==> config.mk <==
export PLATFORM = sky130hd
export DESIGN_NAME = loss_scheduler
export DESIGN_NICKNAME = d
export VERILOG_FILES = /design/src/rtl/loss_scheduler.sv
export SDC_FILE = /design/constraint.sdc
export NUM_CORES = 1
export LEC_CHECK = 0
export ABC_AREA = 1
export BUFFER_PORTS_ARGS = -buffer_cell sky130_fd_sc_hd__buf_4
export CAP_MARGIN = 20
export CORE_ASPECT_RATIO = 1.75
export CORE_UTILIZATION = 46
export CTS_BUF_LIST = sky130_fd_sc_hd__clkbuf_8
export CTS_CLUSTER_SIZE = 12
export DETAILED_ROUTE_END_ITERATION = 8
export GPL_TIMING_DRIVEN = 0
export HOLD_SLACK_MARGIN = 0.1
export PLACE_DENSITY = 0.83
export SLEW_MARGIN = 20
export SYNTH_ARGS = -nofsm -noshare
export SYNTH_HDL_FRONTEND = slang
export SYNTH_SLANG_ARGS = --single-unit
==> constraint.sdc <==
create_clock -name clk -period 2.25 [get_ports clk]
set_input_delay 0.3375 -clock clk [delete_from_list [all_inputs] [get_ports clk]]
set_output_delay 0.3375 -clock clk [all_outputs]
set_load 0.03 [all_outputs]
==> src/rtl/loss_scheduler.sv <==
// Sequences one loss-gradient batch: issues H/Y reads, feeds the gradient lane and writes results back.
// Reads 1 cycle to data and lane inputs; writes are combinational on grad_valid_in; stall_in only pauses reads.
module loss_scheduler #(
    parameter int ADDR_W = 8
) (
    input  logic                     clk,
    input  logic                     rst,
    input  logic                     start_in,
    input  logic [ADDR_W-1:0]        batch_size_in,
    input  logic signed [15:0]       inv_batch_size_times_two_in,
    input  logic                     stall_in,
    output logic                     rd_en_out,
    output logic [ADDR_W-1:0]        rd_addr_out,
    input  logic signed [15:0]       H_rd_data_in,
    input  logic signed [15:0]       Y_rd_data_in,
    output logic signed [15:0]       H_out,
    output logic signed [15:0]       Y_out,
    output logic                     lane_valid_out,
    output logic signed [15:0]       inv_batch_size_times_two_out,
    input  logic signed [15:0]       gradient_in,
    input  logic                     grad_valid_in,
    output logic                     wr_en_out,
    output logic [ADDR_W-1:0]        wr_addr_out,
    output logic signed [15:0]       wr_data_out,
    output logic                     busy_out,
    output logic                     done_out
);

    typedef enum logic [1:0] {IDLE, ISSUE, DRAIN, DONE} state_t;

    state_t             state;
    logic [ADDR_W-1:0]  n_q;
    logic [ADDR_W-1:0]  rd_cnt;
    logic [ADDR_W-1:0]  wr_cnt;
    logic signed [15:0] inv_q;
    logic               lane_vld_q;
    logic               active;

    assign active      = (state == ISSUE) || (state == DRAIN);
    assign rd_en_out   = (state == ISSUE) && !stall_in;
    assign rd_addr_out = rd_cnt;

    assign H_out                        = H_rd_data_in;
    assign Y_out                        = Y_rd_data_in;
    assign lane_valid_out               = lane_vld_q;
    assign inv_batch_size_times_two_out = inv_q;

    // Lane results outside a batch (e.g. in flight across a reset) are dropped here.
    assign wr_en_out   = grad_valid_in && active && (wr_cnt != n_q);
    assign wr_addr_out = wr_cnt;
    assign wr_data_out = gradient_in;

    assign busy_out = active;
    assign done_out = (state == DONE);

    always_ff @(posedge clk) begin
        if (rst) begin
            state      <= IDLE;
            n_q        <= '0;
            rd_cnt     <= '0;
            wr_cnt     <= '0;
            inv_q      <= '0;
            lane_vld_q <= 1'b0;
        end else begin
            lane_vld_q <= rd_en_out;
            if (wr_en_out) begin
                wr_cnt <= wr_cnt + ADDR_W'(1);
            end
            case (state)
                IDLE: begin
                    if (start_in) begin
                        if (batch_size_in != '0) begin
                            n_q    <= batch_size_in;
                            inv_q  <= inv_batch_size_times_two_in;
                            rd_cnt <= '0;
                            wr_cnt <= '0;
                            state  <= ISSUE;
                        end else begin
                            state <= DONE;
                        end
                    end
                end
                ISSUE: begin
                    if (rd_en_out) begin
                        rd_cnt <= rd_cnt + ADDR_W'(1);
                        if (rd_cnt == n_q - ADDR_W'(1)) begin
                            state <= DRAIN;
                        end
                    end
                end
                DRAIN: begin
                    // Leave on the final write so done follows it by exactly one cycle.
                    if ((wr_en_out && (wr_cnt == n_q - ADDR_W'(1))) || (wr_cnt == n_q)) begin
                        state <= DONE;
                    end
                end
                DONE: begin
                    state <= IDLE;
                end
                default: state <= IDLE;
            endcase
        end
    end

endmodule

==> results.toml, run 1 <==
[job]
maxCapViolations = 0

[place]
hpwl_mm = 5.90
gp_congestion = 0.942
portBuffers = 113

[logic_synthesis]
synth.top_cell.area_share_pct = 30.6
synth.top_cells.by_area = "dfxtp_1 31%, buf_4 13%, nand2_1 12%"
ys_warn_count = 0
synth_area_um2 = 2820
ys_seq_area_share_pct = 30.6
ys_seq_elements = 43
yosysTopAreaCell = "dfxtp_1"
netlist_instances = 415
syn_avg_cell_area_um2 = 6.78
ys_types = 29
synth_fp_nets = 500

[sta]
relSlewSlack_pct = 71.7
setup-tns-final_ns = 0
fin_skew_ns = 0.00712
rsz0062_at_grt = "false"
fin_crit_sh_pct = 91.6
slew_viol_final = 0
fmax_mhz = 485
timing.final.crit_period_ns = 2.06
hold_viol = 0
worst_pin_slew_ns = 0.422
setup_viol = 0

[floorplan]
fp-row-count = 37
start_util_pct = 47.9
fp.dieW_um = 61.1
core_area_um2 = 5880
dieHeight_um = 105
die_area_um2 = 6450
ios = 162

[power]
switching_share_pct = 46.2
finalPower_mw = 3.57
p_sw_mw = 1.65
power.density_nw_per_um2 = 923
seq_power_share_pct = 29.7
ir_drop_mv = 0.707
leakage_nw = 1.95
pwr-share-comb_pct = 55.1
p_int_mw = 1.92
p_clk_share_pct = 15.2

[route]
drc = 0
drtIter0Drc = 63
dr.pass1.iters = 4
finalWirelength_mm = 7.24
vias_per_cell = 4.80
num_vias = 2946
wl_per_cell_um = 11.8
ant_nets = 0

[critical_path]
crit_fanout = 7
critPathKind = "reg2out"
crit_arrival_ns = 1.72
critPathLaunchType = "flip-flop"
critPathRequiredTime_ns = 1.91
endpoint_kind = "primary output"

[clock_tree]
cts_tree = "yes"
clk_pin_slew_worst_paths_ns = 0.08
clock_path_buffers = 2
cts_hold_buf = 0
h-tree-depth = 2
clkSinkCount = 43
cts_buffers = 5
clk_latency_ns = 0.30
cts_root_buf = "clkbuf_8"

[finish]
drive_above_1_share_pct = 36.4
area_growth_pct = 37.3
layout_commonest_cell = "buf_4"
final_cell_mix = "161 x buf_4, 87 x nand2_1, 57 x inv_1, 43 x dfxtp_1, 34 x nor2_1"
n_fill_cell = 531
diodes = 0
nets = 620

[hold_path]
hold_path_class = "in2reg"

[global_route]
grt_overflow_total = 0
grt.total_usage_pct = 23.5
grt_pass1_wl_mm = 11.4
grt_pass1_vias = 2749
grt_max_degree = 13
antenna_found_initial = 0

[status]
status = "finished clean"
==> repair_timing <==
action                     CTS  global route
buffers inserted             0             0
setup endpoints to repair    0             3
resized for setup            0             2
==> kinds of logic after synthesis <==
family	synth area share [%]
flip-flops	30.6
AND/OR/NAND/NOR	25.9
XOR/XNOR	5.60
AO/OA/AOI/OAI	12.0
buffers and inverters	22.4
adder cells (fa/ha/maj)	3.56
==> per-layer routing <==
| metal | track usage (%) | vias up | wire [µm] |
|---|---|---|---|
| li1 | - | 1483 | - |
| met5 | 0 | - | 0 |
| met1 | 21.4 | 1293 | 2420 |
| met3 | 4.17 | 20 | 484 |
| met4 | 13.5 | 0 | 256 |
| met2 | 44.7 | 150 | 4090 |
==> flip-flops by register name, indices dropped and copies added, names as in the netlist <==
name and count:
lane_valid_out 1, wr_addr_out 8, state 2, inv_batch_size_times_two_out 16
n_q 8, rd_addr_out 8
==> Yosys cell counts <==
library cell and number:
buf_6 1, inv_1 56, a21oi_1 33, inv_2 2
buf_2 4, nand3_2 2, a21oi_2 1, nor3_1 7
nand3_1 16, nand2_1 87, buf_4 48, clkbuf_1 3
a211oi_1 1, nor4_1 1, xnor2_1 10, o21ai_1 2
dfxtp_1 43, xor2_1 8, o21ai_0 29, nor2_1 35
nand4_1 1, ha_1 8, nor3b_1 2, nor3_2 2
nand2_4 2, nor2_2 4, nand2_2 3, clkbuf_2 2
nor2_4 2
==> power groups by stage <==
stage	Combinational, mW	Sequential [mW]	Clock (mW)
2_1_floorplan	1.22	1.24	0
3_3_place_gp	1.89	1.07	0
3_5_place_dp	1.94	1.08	0
4_1_cts	1.97	1.06	0.547
5_1_grt	2.17	1.08	0.581
6_report	1.97	1.06	0.541
==> stage by stage <==
| step | area (µm²) | hold slack, ns | cells | worst slack (ns) | util (%) |
|---|---|---|---|---|---|
| after floorplan | 2820 | 0.407 | 415 | 0.425 | - |
| after global placement | 3760 | 0.432 | 606 | 0.259 | 64.0 |
| after detailed placement | 3760 | 0.438 | 606 | 0.242 | 64.0 |
| after CTS | 3860 | 0.193 | 614 | 0.186 | 65.7 |
| after global routing | 3870 | 0.199 | 614 | 0.0422 | 65.8 |
| final | 3870 | 0.196 | 614 | 0.189 | 65.8 |
==> worst max-delay path, stage by stage (launching register included) <==
cell and delay, ns:
dfxtp_1 0.38, inv_1 0.10, ha_1 0.34, nand2_1 0.07
inv_1 0.11, nand2_4 0.10, inv_1 0.14, buf_4 0.18
==> final timing paths <==
path / cells past startpoint / start / slack, ns / endpoint
hold reg to reg: 2 / inv_batch_size_times_two_out[2] / 0.45 / inv_batch_size_times_two_out[2]
hold / removal: 2 / rst / 0.20 / rd_addr_out[7]
setup reg to reg: 10 / state[0] / 0.22 / rd_addr_out[3]
setup / recovery: 7 / state[0] / 0.19 / wr_en_out
==> area by class of cell <==
type / instances / area [µm²] / share of cell area (%)
Clock inverter: 1 / 3.75 / 0.0971
Clock buffer: 7 / 96.3 / 2.49
Timing Repair Buffer: 113 / 848 / 21.9
Buffer: 58 / 413 / 10.7
Sequential cell: 43 / 861 / 22.3
Inverter: 58 / 218 / 5.63
Tap cell: 78 / 97.6 / 2.52
Multi-Input combinational cell: 256 / 1330 / 34.4
No activity file was read; power rests on OpenSTA's default activity.
==> inputs of run 2 (changes only) <==
--- a/config.mk
+++ b/config.mk
@@ -11,9 +11,9 @@
 export CORE_ASPECT_RATIO = 1.75
 export CORE_UTILIZATION = 46
 export CTS_BUF_LIST = sky130_fd_sc_hd__clkbuf_8
+export CTS_CLUSTER_DIAMETER = 30
 export CTS_CLUSTER_SIZE = 12
 export DETAILED_ROUTE_END_ITERATION = 8
-export GPL_TIMING_DRIVEN = 0
 export HOLD_SLACK_MARGIN = 0.1
 export PLACE_DENSITY = 0.83
 export SLEW_MARGIN = 20
==> run 2 against run 1 <==
  * Register-to-register slack about the same
  * Global-route usage decreased by 1.2 points
  * Count of clock-buffer cells in the layout decreased by 2
  * Hold slack improved by 0.0043 ns
  * Total power decreased by 5.8%
  * Via count decreased by 13%
  * Highest routed layer unchanged
  * Core utilization decreased by 12 points
  * Clock power increased by 7.9%
  * Largest power group unchanged
  * Flip-flop and latch count unchanged
==> results.toml, run 2 (synthesis results as in run 1) <==
[clock_tree]
clk_pin_slew_worst_paths_ns = 0.08
cts_buffers = 5
cts_tree = "yes"
clk_latency_ns = 0.30
cts_hold_buf = 0
clkSinkCount = 43
h-tree-depth = 2
cts_setup_buffers = 0
cts_repair_resize_count = 0
clock_path_buffers = 2
cts_root_buf = "clkbuf_8"

[hold_path]
hold_path_class = "in2reg"

[route]
dr.pass1.iters = 4
wl_per_cell_um = 13.2
drtIter0Drc = 66
ant_nets = 0
num_vias = 2560
finalWirelength_mm = 6.78
drc = 0
vias_per_cell = 4.99

[sta]
holdWs_ns = 0.200
worst_pin_slew_ns = 0.380
fmax_mhz = 460
fin_crit_sh_pct = 96.7
rsz0062_at_grt = "false"
setup-tns-final_ns = 0
relSlewSlack_pct = 74.7
slew_viol_final = 0
setup_viol = 0
timing.final.crit_period_ns = 2.18
fin_skew_ns = 0.00552
hold_viol = 0

[critical_path]
slowest_stage = "dfxtp_1"
path_delay_family = "flip-flops"
critPathRequiredTime_ns = 1.91
critPathLaunchType = "flip-flop"
endpoint_kind = "primary output"
crit_arrival_ns = 1.84
critPathBufInv = 2
crit_chain = "xnor2_1, nand2_1, nor2_1, nand2_2, nand2_4, inv_1, buf_4"
crit_fanout = 7
slowest_delay_ns = 0.55
critPathKind = "reg2out"

[floorplan]
die_area_um2 = 6450
fp.dieW_um = 61.1
core_area_um2 = 5880
start_util_pct = 47.9
dieHeight_um = 105
ios = 162
fp-row-count = 37

[finish]
largest_reg_flops = 16
multi_input_area_um2 = 1320
n_fill_cell = 586
final_util_pct = 53.3
diodes = 0
layout_commonest_cell = "nand2_1"
final_cell_mix = "87 x nand2_1, 71 x buf_4, 57 x inv_1, 43 x dfxtp_1, 35 x nor2_1"
area_growth_pct = 11.4
drive_above_1_share_pct = 21.8
register_area_um2 = 861
fin_cells = 513
nets = 520

[power]
p_sw_mw = 1.52
leakage_nw = 1.49
power.density_nw_per_um2 = 1070
switching_share_pct = 45.1
seq_power_share_pct = 31.8
p_clk_share_pct = 17.4
ir_drop_mv = 0.525
p_int_mw = 1.85
pwr-share-comb_pct = 50.9

[place]
dp.cells = 506
gp_congestion = 0.945
portBuffers = 65
hpwl_mm = 5.34

[global_route]
grt_pass1_wl_mm = 10.7
grt_max_degree = 31
grt_overflow_total = 0
grt.total_usage_pct = 22.3
grt_pass1_vias = 2464
antenna_found_initial = 0

[job]
maxCapViolations = 0

[status]
status = "finished clean"
-- run 2: changes by cell type in the layout (fill, tap and decap cells not counted), moves of 2 or more --
cell,change
buf_2,-4
clkbuf_1,-3
buf_4,-90
clkbuf_2,-2
clkbuf_8,-2
-- run 2: area by class of cell --
class                           instances  area share [%]
Clock buffer                            5            2.19
Sequential cell                        43            27.5
Multi-Input combinational cell        256            42.2
Tap cell                               78            3.11
Timing Repair Buffer                   71            17.0
Inverter                               58            6.94
Clock inverter                          2            1.08
-- run 2: through the flow --
stage	setup WS [ns]	cell area, µm²	total power, mW
after floorplan	0.425	2820	2.46
after CTS	0.103	3140	3.37
after global placement	0.326	3030	2.74
after detailed placement	0.282	3030	2.79
after global routing	0.00261	3140	3.59
final	0.0738	3140	3.36
-- run 2: routing by layer --
layer,vias to the layer above,part of all wire [%],routed length [µm],GRT usage (%)
li1,1280,-,-,-
met1,1153,34,2310,20.1
met2,77,54,3680,39.5
met3,50,5.1,347,5.15
met4,0,6.5,442,17.4
met5,-,0,0,0
-- run 2: path summary, 6_finish.rpt --
kind,startpoint,endpoint,slack (ns),depth (start not counted)
worst max-delay path,n_q[3],wr_en_out,0.07,7
worst min-delay path,rst,rd_addr_out[7],0.20,2
worst max register to register,state[0],state[0],0.23,13
worst min register to register,inv_batch_size_times_two_out[2],inv_batch_size_times_two_out[2],0.45,2
-- run 2: power by group through the flow --
stage	clock network [mW]	registers, mW	logic, mW
2_1_floorplan	0	1.24	1.22
3_3_place_gp	0	1.08	1.66
3_5_place_dp	0	1.08	1.70
4_1_cts	0.596	1.07	1.71
5_1_grt	0.624	1.09	1.88
6_report	0.584	1.07	1.71
==> inputs of run 3 (changes only) <==
--- a/config.mk
+++ b/config.mk
@@ -11,11 +11,12 @@
 export CORE_ASPECT_RATIO = 1.75
 export CORE_UTILIZATION = 46
 export CTS_BUF_LIST = sky130_fd_sc_hd__clkbuf_8
-export CTS_CLUSTER_DIAMETER = 30
+export CTS_CLUSTER_DIAMETER = 200
 export CTS_CLUSTER_SIZE = 12
 export DETAILED_ROUTE_END_ITERATION = 8
 export HOLD_SLACK_MARGIN = 0.1
 export PLACE_DENSITY = 0.83
+export SETUP_SLACK_MARGIN = 0.1
 export SLEW_MARGIN = 20
 export SYNTH_ARGS = -nofsm -noshare
 export SYNTH_HDL_FRONTEND = slang
==> run 3 against run 2 <==
  * Count of clock-buffer cells in the layout unchanged
  * Sequential share of layout area down 0.073 points
  * Worst setup slack better by 0.12 ns
  * First-iteration DRC count up 1.5%
  * Total power up 1.1%
  * Largest power group unchanged
==> results.toml, run 3 (synthesis results as in run 1) <==
[finish]
drive_above_1_share_pct = 22.8
final_cell_mix = "87 x nand2_1, 71 x buf_4, 57 x inv_1, 41 x dfxtp_1, 34 x nor2_1"
stdcell_area_um2 = 3150
largest_reg_flops = 16
layout_commonest_cell = "nand2_1"
diodes = 0
n_fill_cell = 580
area_growth_pct = 12.0
final_util_pct = 53.6
nets = 520
fin_cells = 513

[floorplan]
die_area_um2 = 6450
dieHeight_um = 105
core_area_um2 = 5880
start_util_pct = 47.9
fp.dieW_um = 61.1
fp-row-count = 37
ios = 162

[critical_path]
crit_arrival_ns = 1.72
cp-startpoint = "wr_addr_out[1]"
critPathRequiredTime_ns = 1.91
r2r-start = "state[0]"
critPathKind = "reg2out"
critPathLaunchType = "flip-flop"
crit_chain = "xnor2_1, nand2_1, nor2_1, nand2_2, nand2_4, inv_1, buf_4"
endpoint_kind = "primary output"
slowest_delay_ns = 0.47
crit_fanout = 7
slowest_stage = "dfxtp_1"

[sta]
setup_viol = 0
slew_viol_final = 0
worst_pin_slew_ns = 0.348
setup-tns-final_ns = 0
worst_slack_ns = 0.196
fin_crit_sh_pct = 91.3
holdWs_ns = 0.199
timing.final.crit_period_ns = 2.05
relSlewSlack_pct = 76.6
rsz0062_at_grt = "true"
fin_skew_ns = 0.00552
fmax_mhz = 487
hold_viol = 0

[clock_tree]
cts_repair_resize_count = 0
clk_latency_ns = 0.30
cts_buffers = 5
h-tree-depth = 2
cts_setup_buffers = 0
clock_path_buffers = 2
cts_hold_buf = 0
cts_root_buf = "clkbuf_8"
clkSinkCount = 43
clk_pin_slew_worst_paths_ns = 0.08
cts_tree = "yes"

[power]
switching_share_pct = 45.0
finalPower_mw = 3.40
p_sw_mw = 1.53
p_clk_share_pct = 17.2
leakage_nw = 1.49
seq_power_share_pct = 31.5
power.density_nw_per_um2 = 1080
p_int_mw = 1.87
ir_drop_mv = 0.526
pwr-share-comb_pct = 51.3

[route]
wl_per_cell_um = 13.3
dr.pass1.iters = 4
drc = 0
num_vias = 2581
ant_nets = 0
finalWirelength_mm = 6.81
vias_per_cell = 5.03
drtIter0Drc = 67

[place]
gp_congestion = 0.945
dpl-instance-area_um2 = 3030
portBuffers = 65
hpwl_mm = 5.34
place_ws_ns = 0.282
dp.cells = 506

[hold_path]
hold_path_class = "in2reg"
hp-start = "rst"

[global_route]
grt_overflow_total = 0
grt.total_usage_pct = 22.3
antenna_found_initial = 0
grt_max_degree = 31
grt_pass1_wl_mm = 10.7
grt_pass1_vias = 2464

[job]
maxCapViolations = 0

[status]
status = "finished clean"
run 3: worst paths after layout:
path	slack [ns]	cells past startpoint	endpoint
setup reg to reg	0.29	13	state[0]
hold / removal	0.20	2	rd_addr_out[7]
setup / recovery	0.20	7	wr_en_out
hold reg to reg	0.45	2	inv_batch_size_times_two_out[2]
run 3: cell type report:
class	instances	area (µm²)	area share, %
timing repair buffer	71	533	16.9
sequential	43	863	27.4
inverter	58	218	6.90
clock inverter	2	33.8	1.07
multi-input combinational	256	1340	42.5
tap	78	97.6	3.10
clock buffer	5	68.8	2.18
run 3: power groups by stage:
stage / clock [mW] / sequential, mW / combinational, mW
CTS: 0.596 / 1.07 / 1.71
detailed placement: 0 / 1.08 / 1.70
finish: 0.584 / 1.07 / 1.75
global route: 0.624 / 1.09 / 1.92
floorplan: 0 / 1.24 / 1.22
global placement: 0 / 1.08 / 1.66
run 3: worst max-delay path, delay by kind of cell, from the launching register on:
| kind | cells | cell delay [ns] |
|---|---|---|
| xor+xnor | 1 | 0.15 |
| simple gates | 4 | 0.53 |
| flops | 1 | 0.47 |
| buf+inv | 2 | 0.26 |
run 3: routing by layer:
| metal | track usage (%) | vias up | wire length [µm] |
|---|---|---|---|
| met5 | 0 | - | 0 |
| met4 | 17.4 | 0 | 489 |
| met3 | 5.15 | 54 | 357 |
| met2 | 39.5 | 86 | 3640 |
| met1 | 20.1 | 1161 | 2320 |
| li1 | - | 1280 | - |
